--- src/rtl/idma_stream_sched.sv ---
// Purpose: round-robin job scheduler from NumStreams iDMA front-ends onto one back-end, with per-stream IDs and in-order completion tracking.
// Latency: a job accepted at edge N drives req_valid_o from N+1; counter updates are visible one cycle after the causing edge.
// Backpressure: valid/ready; accept needs a free output register (or one draining this cycle) and a free tracking slot (registered count, no bypass).
module idma_stream_sched #(
  parameter int unsigned NumStreams     = 4,
  parameter int unsigned IdCounterWidth = 32,
  parameter int unsigned MaxOutstanding = 8,
  parameter int unsigned StreamWidth    = (NumStreams > 1) ? $clog2(NumStreams) : 1,
  parameter type         dma_req_t      = logic
) (
  input  logic                                         clk_i,
  input  logic                                         rst_ni,
  input  dma_req_t [NumStreams-1:0]                    stream_req_i,
  input  logic     [NumStreams-1:0]                    stream_valid_i,
  output logic     [NumStreams-1:0]                    stream_ready_o,
  output logic     [NumStreams-1:0][IdCounterWidth-1:0] next_id_o,
  output logic     [NumStreams-1:0][IdCounterWidth-1:0] done_id_o,
  output logic     [NumStreams-1:0]                    busy_o,
  output dma_req_t                                     req_o,
  output logic                                         req_valid_o,
  input  logic                                         req_ready_i,
  output logic     [StreamWidth-1:0]                   req_stream_o,
  output logic     [IdCounterWidth-1:0]                req_id_o,
  input  logic                                         done_valid_i,
  output logic                                         err_o
);

  localparam int unsigned PtrWidth = $clog2(MaxOutstanding);
  localparam int unsigned CntWidth = PtrWidth + 1;

  typedef logic [IdCounterWidth-1:0] id_t;

  // IDs wrap modulo 2^IdCounterWidth but never land on 0, which means "none completed".
  function automatic id_t id_inc(input id_t v);
    id_t n;
    n = v + id_t'(1);
    return (n == '0) ? id_t'(1) : n;
  endfunction

  logic [StreamWidth-1:0]                   last_grant;
  id_t  [NumStreams-1:0]                    next_id;
  id_t  [NumStreams-1:0]                    done_id;
  logic [NumStreams-1:0][CntWidth-1:0]      stream_cnt;
  logic [StreamWidth-1:0]                   fifo_mem [MaxOutstanding];
  logic [PtrWidth-1:0]                      wr_ptr;
  logic [PtrWidth-1:0]                      rd_ptr;
  logic [CntWidth-1:0]                      fifo_cnt;
  dma_req_t                                 req_q;
  logic                                     req_vld_q;
  logic [StreamWidth-1:0]                   req_stream_q;
  id_t                                      req_id_q;
  logic                                     err_q;

  logic                   found;
  logic [StreamWidth-1:0] grant;
  int unsigned            cand;
  logic                   can_accept;
  logic                   accept;
  logic                   pop;
  logic [StreamWidth-1:0] pop_stream;

  // Round-robin search starting one past the last granted stream.
  always_comb begin
    found = 1'b0;
    grant = '0;
    cand  = 0;
    for (int unsigned i = 0; i < NumStreams; i++) begin
      cand = (int'(last_grant) + 1 + i) % NumStreams;
      if (!found && stream_valid_i[cand]) begin
        found = 1'b1;
        grant = StreamWidth'(cand);
      end
    end
  end

  // Accept gating and per-stream ready; held low while reset is asserted.
  always_comb begin
    can_accept     = rst_ni && (!req_vld_q || req_ready_i) &&
                     (fifo_cnt < CntWidth'(MaxOutstanding));
    accept         = can_accept && found;
    pop            = done_valid_i && (fifo_cnt != '0);
    pop_stream     = fifo_mem[rd_ptr];
    stream_ready_o = '0;
    if (accept) stream_ready_o[grant] = 1'b1;
  end

  // Registered output stage: loads on accept, clears when drained without a refill.
  always_ff @(posedge clk_i) begin
    if (!rst_ni) begin
      req_q        <= '0;
      req_vld_q    <= 1'b0;
      req_stream_q <= '0;
      req_id_q     <= '0;
      last_grant   <= StreamWidth'(NumStreams - 1);
    end else if (accept) begin
      req_q        <= stream_req_i[grant];
      req_vld_q    <= 1'b1;
      req_stream_q <= grant;
      req_id_q     <= next_id[grant];
      last_grant   <= grant;
    end else if (req_ready_i) begin
      req_vld_q    <= 1'b0;
    end
  end

  // In-order tracking FIFO of issuing streams, plus the sticky spurious-completion flag.
  always_ff @(posedge clk_i) begin
    if (!rst_ni) begin
      wr_ptr   <= '0;
      rd_ptr   <= '0;
      fifo_cnt <= '0;
      err_q    <= 1'b0;
    end else begin
      if (accept) begin
        fifo_mem[wr_ptr] <= grant;
        wr_ptr           <= wr_ptr + PtrWidth'(1);
      end
      if (pop) rd_ptr <= rd_ptr + PtrWidth'(1);
      if (accept && !pop)      fifo_cnt <= fifo_cnt + CntWidth'(1);
      else if (pop && !accept) fifo_cnt <= fifo_cnt - CntWidth'(1);
      if (done_valid_i && (fifo_cnt == '0)) err_q <= 1'b1;
    end
  end

  // Per-stream ID counters and outstanding counts.
  always_ff @(posedge clk_i) begin
    if (!rst_ni) begin
      for (int s = 0; s < NumStreams; s++) begin
        next_id[s]    <= id_t'(1);
        done_id[s]    <= '0;
        stream_cnt[s] <= '0;
      end
    end else begin
      for (int s = 0; s < NumStreams; s++) begin
        if (accept && (grant == StreamWidth'(s))) next_id[s] <= id_inc(next_id[s]);
        if (pop && (pop_stream == StreamWidth'(s))) done_id[s] <= id_inc(done_id[s]);
        if ((accept && (grant == StreamWidth'(s))) && !(pop && (pop_stream == StreamWidth'(s))))
          stream_cnt[s] <= stream_cnt[s] + CntWidth'(1);
        else if (!(accept && (grant == StreamWidth'(s))) && (pop && (pop_stream == StreamWidth'(s))))
          stream_cnt[s] <= stream_cnt[s] - CntWidth'(1);
      end
    end
  end

  // Output wiring.
  always_comb begin
    for (int s = 0; s < NumStreams; s++) begin
      next_id_o[s] = next_id[s];
      done_id_o[s] = done_id[s];
      busy_o[s]    = (stream_cnt[s] != '0);
    end
    req_o        = req_q;
    req_valid_o  = req_vld_q;
    req_stream_o = req_stream_q;
    req_id_o     = req_id_q;
    err_o        = err_q;
  end

endmodule

--- config.mk ---
export PLATFORM = sky130hd
export DESIGN_NAME = idma_stream_sched
export DESIGN_NICKNAME = d
export VERILOG_FILES = /design/src/rtl/idma_stream_sched.sv
export SDC_FILE = /design/constraint.sdc
export NUM_CORES = 1
export LEC_CHECK = 0
export BUFFER_PORTS_ARGS = -buffer_cell sky130_fd_sc_hd__buf_2
export CAP_MARGIN = 25
export CORE_UTILIZATION = 54
export DETAILED_ROUTE_END_ITERATION = 8
export PLACE_DENSITY_LB_ADDON = 0.2
export SLEW_MARGIN = 0
export SYNTH_ARGS = -nofsm -noshare
export SYNTH_HDL_FRONTEND = slang
export SYNTH_SLANG_ARGS = --single-unit
--- constraint.sdc ---
create_clock -name clk_i -period 11.8 [get_ports clk_i]
set_clock_uncertainty 0.1 [all_clocks]
set_input_delay 1.77 -clock clk_i [delete_from_list [all_inputs] [get_ports clk_i]]
set_output_delay 1.77 -clock clk_i [all_outputs]
set_load 0.05 [all_outputs]
Yosys cells after proc, flatten, opt, wreduce, memory -nomap -nowiden
Memory sizes are Yosys's and may differ from the RTL's. A register that Yosys moved wholly into a read port is not among the register bits. Index checks and enable logic that the tools add are counted.

Equal/unequal tests: 6. $lt $le $gt $ge: 7. Reduce and logical (&&, ||, !) cells: 64. Mux-type cells: 48. $add $sub $neg: 24.

Operators with widths (count): 32-bit 2-to-1 mux (9); 32-bit by 1-bit adder with 32-bit output, second input constant (8); 32-bit logical NOT (8); 32-bit binary-select mux with 2-bit select (1); 4-bit 2-to-1 mux (11); 1-bit logical AND (27); 4-bit by 1-bit adder with 4-bit output, second input constant (5); 4-bit nonzero test (5); 4-bit by 1-bit subtractor with 4-bit output, second input constant (5); 2-bit by 3-bit < comparator with 1-bit output, second input constant (5); 1-bit 2-to-1 mux (15); 1-bit logical NOT (14); 2-bit nonzero test (6); 1-bit binary-select mux with 2-bit select (5); 2-bit == test, second input constant (4); 2-bit 2-to-1 mux (4); 3-bit by 1-bit adder with 3-bit output, second input constant (2); 3-bit 2-to-1 mux (2); 2-bit by 1-bit adder with 2-bit output, second input constant (2); 2-bit adder, second input constant (2); 2-bit by 1-bit == test with 1-bit output, second input constant (2); 2-bit logical NOT (2); 4-bit logical NOT (1); 4-bit < comparator, second input constant (1); 3 further kinds (3).

RAM bits: 16. Flip-flop bits (word level): 321. Word-level logic and storage cells: 171. Memories kept: 1.

Memories: fifo_mem (depth 8, bits a word 2, read ports 1, clocked after Yosys merged registers in 1, write ports 1, line 44) `logic [StreamWidth-1:0] fifo_mem [MaxOutstanding];`.

Depth between registers and ports, before layout
Depth in word-level cells: 19. Depth in mapped cells: 16.

Least setup slack after synthesis
No wires, ideal clock.

Kind: in2out. Start: in rst_ni. End: out stream_ready_o[3]. Data arrival time: 3.580 ns. Data required time: 9.930 ns. Stages on the path: 8. Path slack: 6.350 ns. Cells stage by stage: buf_2 > inv_2 > or4_1 > buf_2 > nor3_2 > nand2_1 > inv_2 > buf_2.

Cells in the longest elaborated chain, start to end: 4.

RTL lines: from (decl) (line 12) `input logic rst_ni,`; 1-bit logical AND (2 in series) (line 78) `can_accept = rst_ni && (!req_vld_q || req_ready_i) &&`; 1-bit logical AND (line 80) `accept = can_accept && found;`; 4-bit 2-to-1 mux (line 84) `if (accept) stream_ready_o[grant] = 1'b1;`; to (decl) (line 15) `output logic [NumStreams-1:0] stream_ready_o,`.

Every way passes these cells.

Final worst setup path
Start: in rst_ni. End: out stream_ready_o[1].

The elaborated chain is that of the path after synthesis.

==> metrics <==
fmax 0.129 GHz; Worst Setup End Kind primary output; cts hold-fix bufs 0; Net Sw Power 1300 uW; pin count of the biggest net entering global routing 97; WL/cell 19.0 um; TritonCTS clock tree yes; Worst Max-Slew Pin Slew 1150 ps; DR iter-0 viols 1714; drt drc 0; max_cap viols 0; dpl hpwl 46100 um; total CTS buffers 40; worst setup margin 4040 ps; # rows 71; cell with the largest stage delay on the worst path or4_2; ANT nets after route 0; RSZ-0062 raised after global routing false; dominant synthesized flop cell dfxtp_1; layout cells sized above 1 15.4%; fin. max-slew vios 0; Worst IR Drop VDD 107 uV; core area 37800 um^2; required time worst endpoint 9930 ps; synth warn 0; status finished, final reports clean; Static Leak 0.00907 uW; internal power 2340 uW; Critical Path AT 5890 ps; dpl ws 4080 ps; CTS max path bufs 3; netlist area before placement 20700 um^2; wire length of the first global-routing pass 101000 um; kind of cell adding the most delay to the critical path buffers and inverters; wirelength, routed 64700 um; I/O Pins 313; Vias 20.6k; Initial DRT Pass Iterations 6; GPL Wtd Cong 0.953; clk slew on worst S/H paths 60 ps; final hold vios 0; fill count 3383; Setup violations, final 0; Unique masters post-synth 88; Clock Power Share 36.3%; total negative slack 0 ps; Rel. slew slack 23.0%; most common cell after layout, fill and taps aside nor2_1; port bufs 312; Via density 6.06; Post CTS Setup Buffer Count 0; Clock Latency Late Sink 550 ps; CTS H-tree depth 2; post-synthesis sequential area ratio 33.6%; Initial Util 54.9%; Sw Ratio 35.6%; synthesized area per cell 7.60 um^2; antenna diode count 0; Mapped Nets 2778; startpoint types input port; Min Clock Period, post-route 7760 ps; antenna violations before repair 0; chip width 198 um; Sinks on Clock Net 340; synthesis-stage register bit count 340; critical setup path kind in -> out; crit-path cells buf_2, buf_4, inv_8, or4_2, buf_4, a21oi_1, nand2_1, inv_1, buf_2; post-layout net count 2914; Root Buffer clkbuf_16; worst min-delay path class reg -> reg; Overflow after GRT 0; CTS-repair resized insts 0; vias in the first global route 18.4k; async set-reset flop share out of synthesis 0%; most frequent cells in the layout 346 x nor2_1, 324 x dfxtp_1, 313 x nand2_1, 312 x buf_2, 185 x nand3_1; Die Y 198 um; EDFF count, synth 16; WP buf/inv 6; P per Cell Area 155 nW/um^2; CP Max Fanout 86; Area Growth Syn to Fin 13.5%; All-Layer GR Usage 32.1%; Die Area 39200 um^2; share of power burned in registers 37.8%; slowest cell delay on critical path 720 ps; Combinational Power Share 25.9%; post-synthesis cell count 2728; Final Cycle Share 65.8%
[layer usage]
| layer | share of wire [%] | GRT usage (%) | vias to the layer above |
|---|---|---|---|
| li1 | - | - | 9875 |
| met2 | 46 | 51.3 | 927 |
| met4 | 4.8 | 15.0 | 0 |
| met5 | 0 | 0 | - |
| met1 | 42 | 42.8 | 9697 |
| met3 | 8.0 | 4.39 | 150 |
[cells in the mapped netlist (9+ instances only)]
| master | count | area share, % |
|---|---|---|
| or4_1 | 19 | 0.69 |
| or3_1 | 53 | 1.6 |
| dfxtp_1 | 324 | 31 |
| inv_1 | 45 | 0.81 |
| ha_1 | 33 | 2.0 |
| buf_1 | 16 | 0.29 |
| mux2i_1 | 19 | 0.92 |
| a21oi_1 | 65 | 1.6 |
| or2_2 | 16 | 0.48 |
| and3_1 | 52 | 1.6 |
| xnor2_1 | 180 | 7.6 |
| nand2_1 | 314 | 5.7 |
| nand3_1 | 185 | 4.5 |
| edfxtp_1 | 16 | 2.3 |
| nor4_1 | 60 | 1.8 |
| clkbuf_1 | 186 | 3.4 |
| a311oi_1 | 10 | 0.42 |
| o21ai_0 | 145 | 3.5 |
| o211ai_1 | 14 | 0.51 |
| nor3_1 | 99 | 2.4 |
| buf_2 | 23 | 0.56 |
| a31oi_1 | 22 | 0.66 |
| o31ai_1 | 9 | 0.33 |
| nand4_1 | 111 | 3.3 |
| and2_1 | 27 | 0.81 |
| xor2_1 | 132 | 5.6 |
| nor2_1 | 346 | 6.3 |
| a211oi_1 | 13 | 0.47 |
| and4_1 | 31 | 1.3 |
[through the flow]
step	power [uW]	cells	hold slack, ps	instance area [um^2]	util (%)
6_report	3640	3405	383	23500	62.4
5_1_grt	3790	3405	408	23500	62.4
4_1_cts	3650	3404	387	23500	62.3
3_5_place_dp	2330	3332	368	22100	58.6
3_3_place_gp	2290	3332	353	22100	58.6
2_1_floorplan	2070	2728	353	20700	-
[sequential cells by signal, summed over array words and instances, names as in the netlist, named ones only]
name,count
stream_cnt,16
err_o,1
req_o,1
fifo_mem,16
req_valid_o,1
req_id_o,32
next_id_o,128
rd_ptr,3
fifo_cnt,4
last_grant,2
req_stream_o,2
done_id_o,128
wr_ptr,3
[cells by family (layout without fill, tap and decap cells)]
family / after synthesis / in the layout / share of synthesized area (%)
and+or+nand+nor: 1361 / 1361 / 32.5
AOI/OAI and AO/OA: 366 / 366 / 11.1
DFF: 340 / 340 / 33.6
xor gates and xnor gates: 312 / 312 / 13.2
buffers and inverters: 283 / 449 / 5.46
adders and majority gates: 38 / 38 / 2.47
muxes: 28 / 28 / 1.62
[layout make-up]
type                    instances  area (um^2)  area share [%]
clock buffers                  58         1190            5.06
clock inverters                14          213           0.903
inverters                      52          204           0.866
multi-input cells            2105        12600            53.7
flip-flops and latches        340         6970            29.6
well taps                     511          639            2.72
repair buffers                325         1680            7.13
[power by group through the flow]
| stage | clock network (uW) | registers [uW] | logic, uW |
|---|---|---|---|
| 2_1_floorplan | 0 | 1510 | 560 |
| 3_3_place_gp | 0 | 1390 | 906 |
| 3_5_place_dp | 0 | 1390 | 937 |
| 4_1_cts | 1340 | 1370 | 940 |
| 5_1_grt | 1380 | 1380 | 1020 |
| 6_report | 1320 | 1380 | 941 |
[tightest hold or removal path: stages (launching register included)]
cell,delay (ps)
dfxtp_1,310
nand2_1,50
a21oi_1,70
[worst paths after layout]
check,slack (ps),end,start,depth (start not counted)
worst max-delay path,4040,stream_ready_o[1],rst_ni,9
worst min register to register,380,rd_ptr[1]$_SDFFE_PN0P_,rd_ptr[1]$_SDFFE_PN0P_,2
worst max register to register,6730,stream_cnt[7]$_SDFFE_PN0P_,last_grant[0]$_SDFFE_PN1P_,15
worst min-delay path,380,rd_ptr[1]$_SDFFE_PN0P_,rd_ptr[1]$_SDFFE_PN0P_,2
No activity file was read; power rests on OpenSTA's default activity.
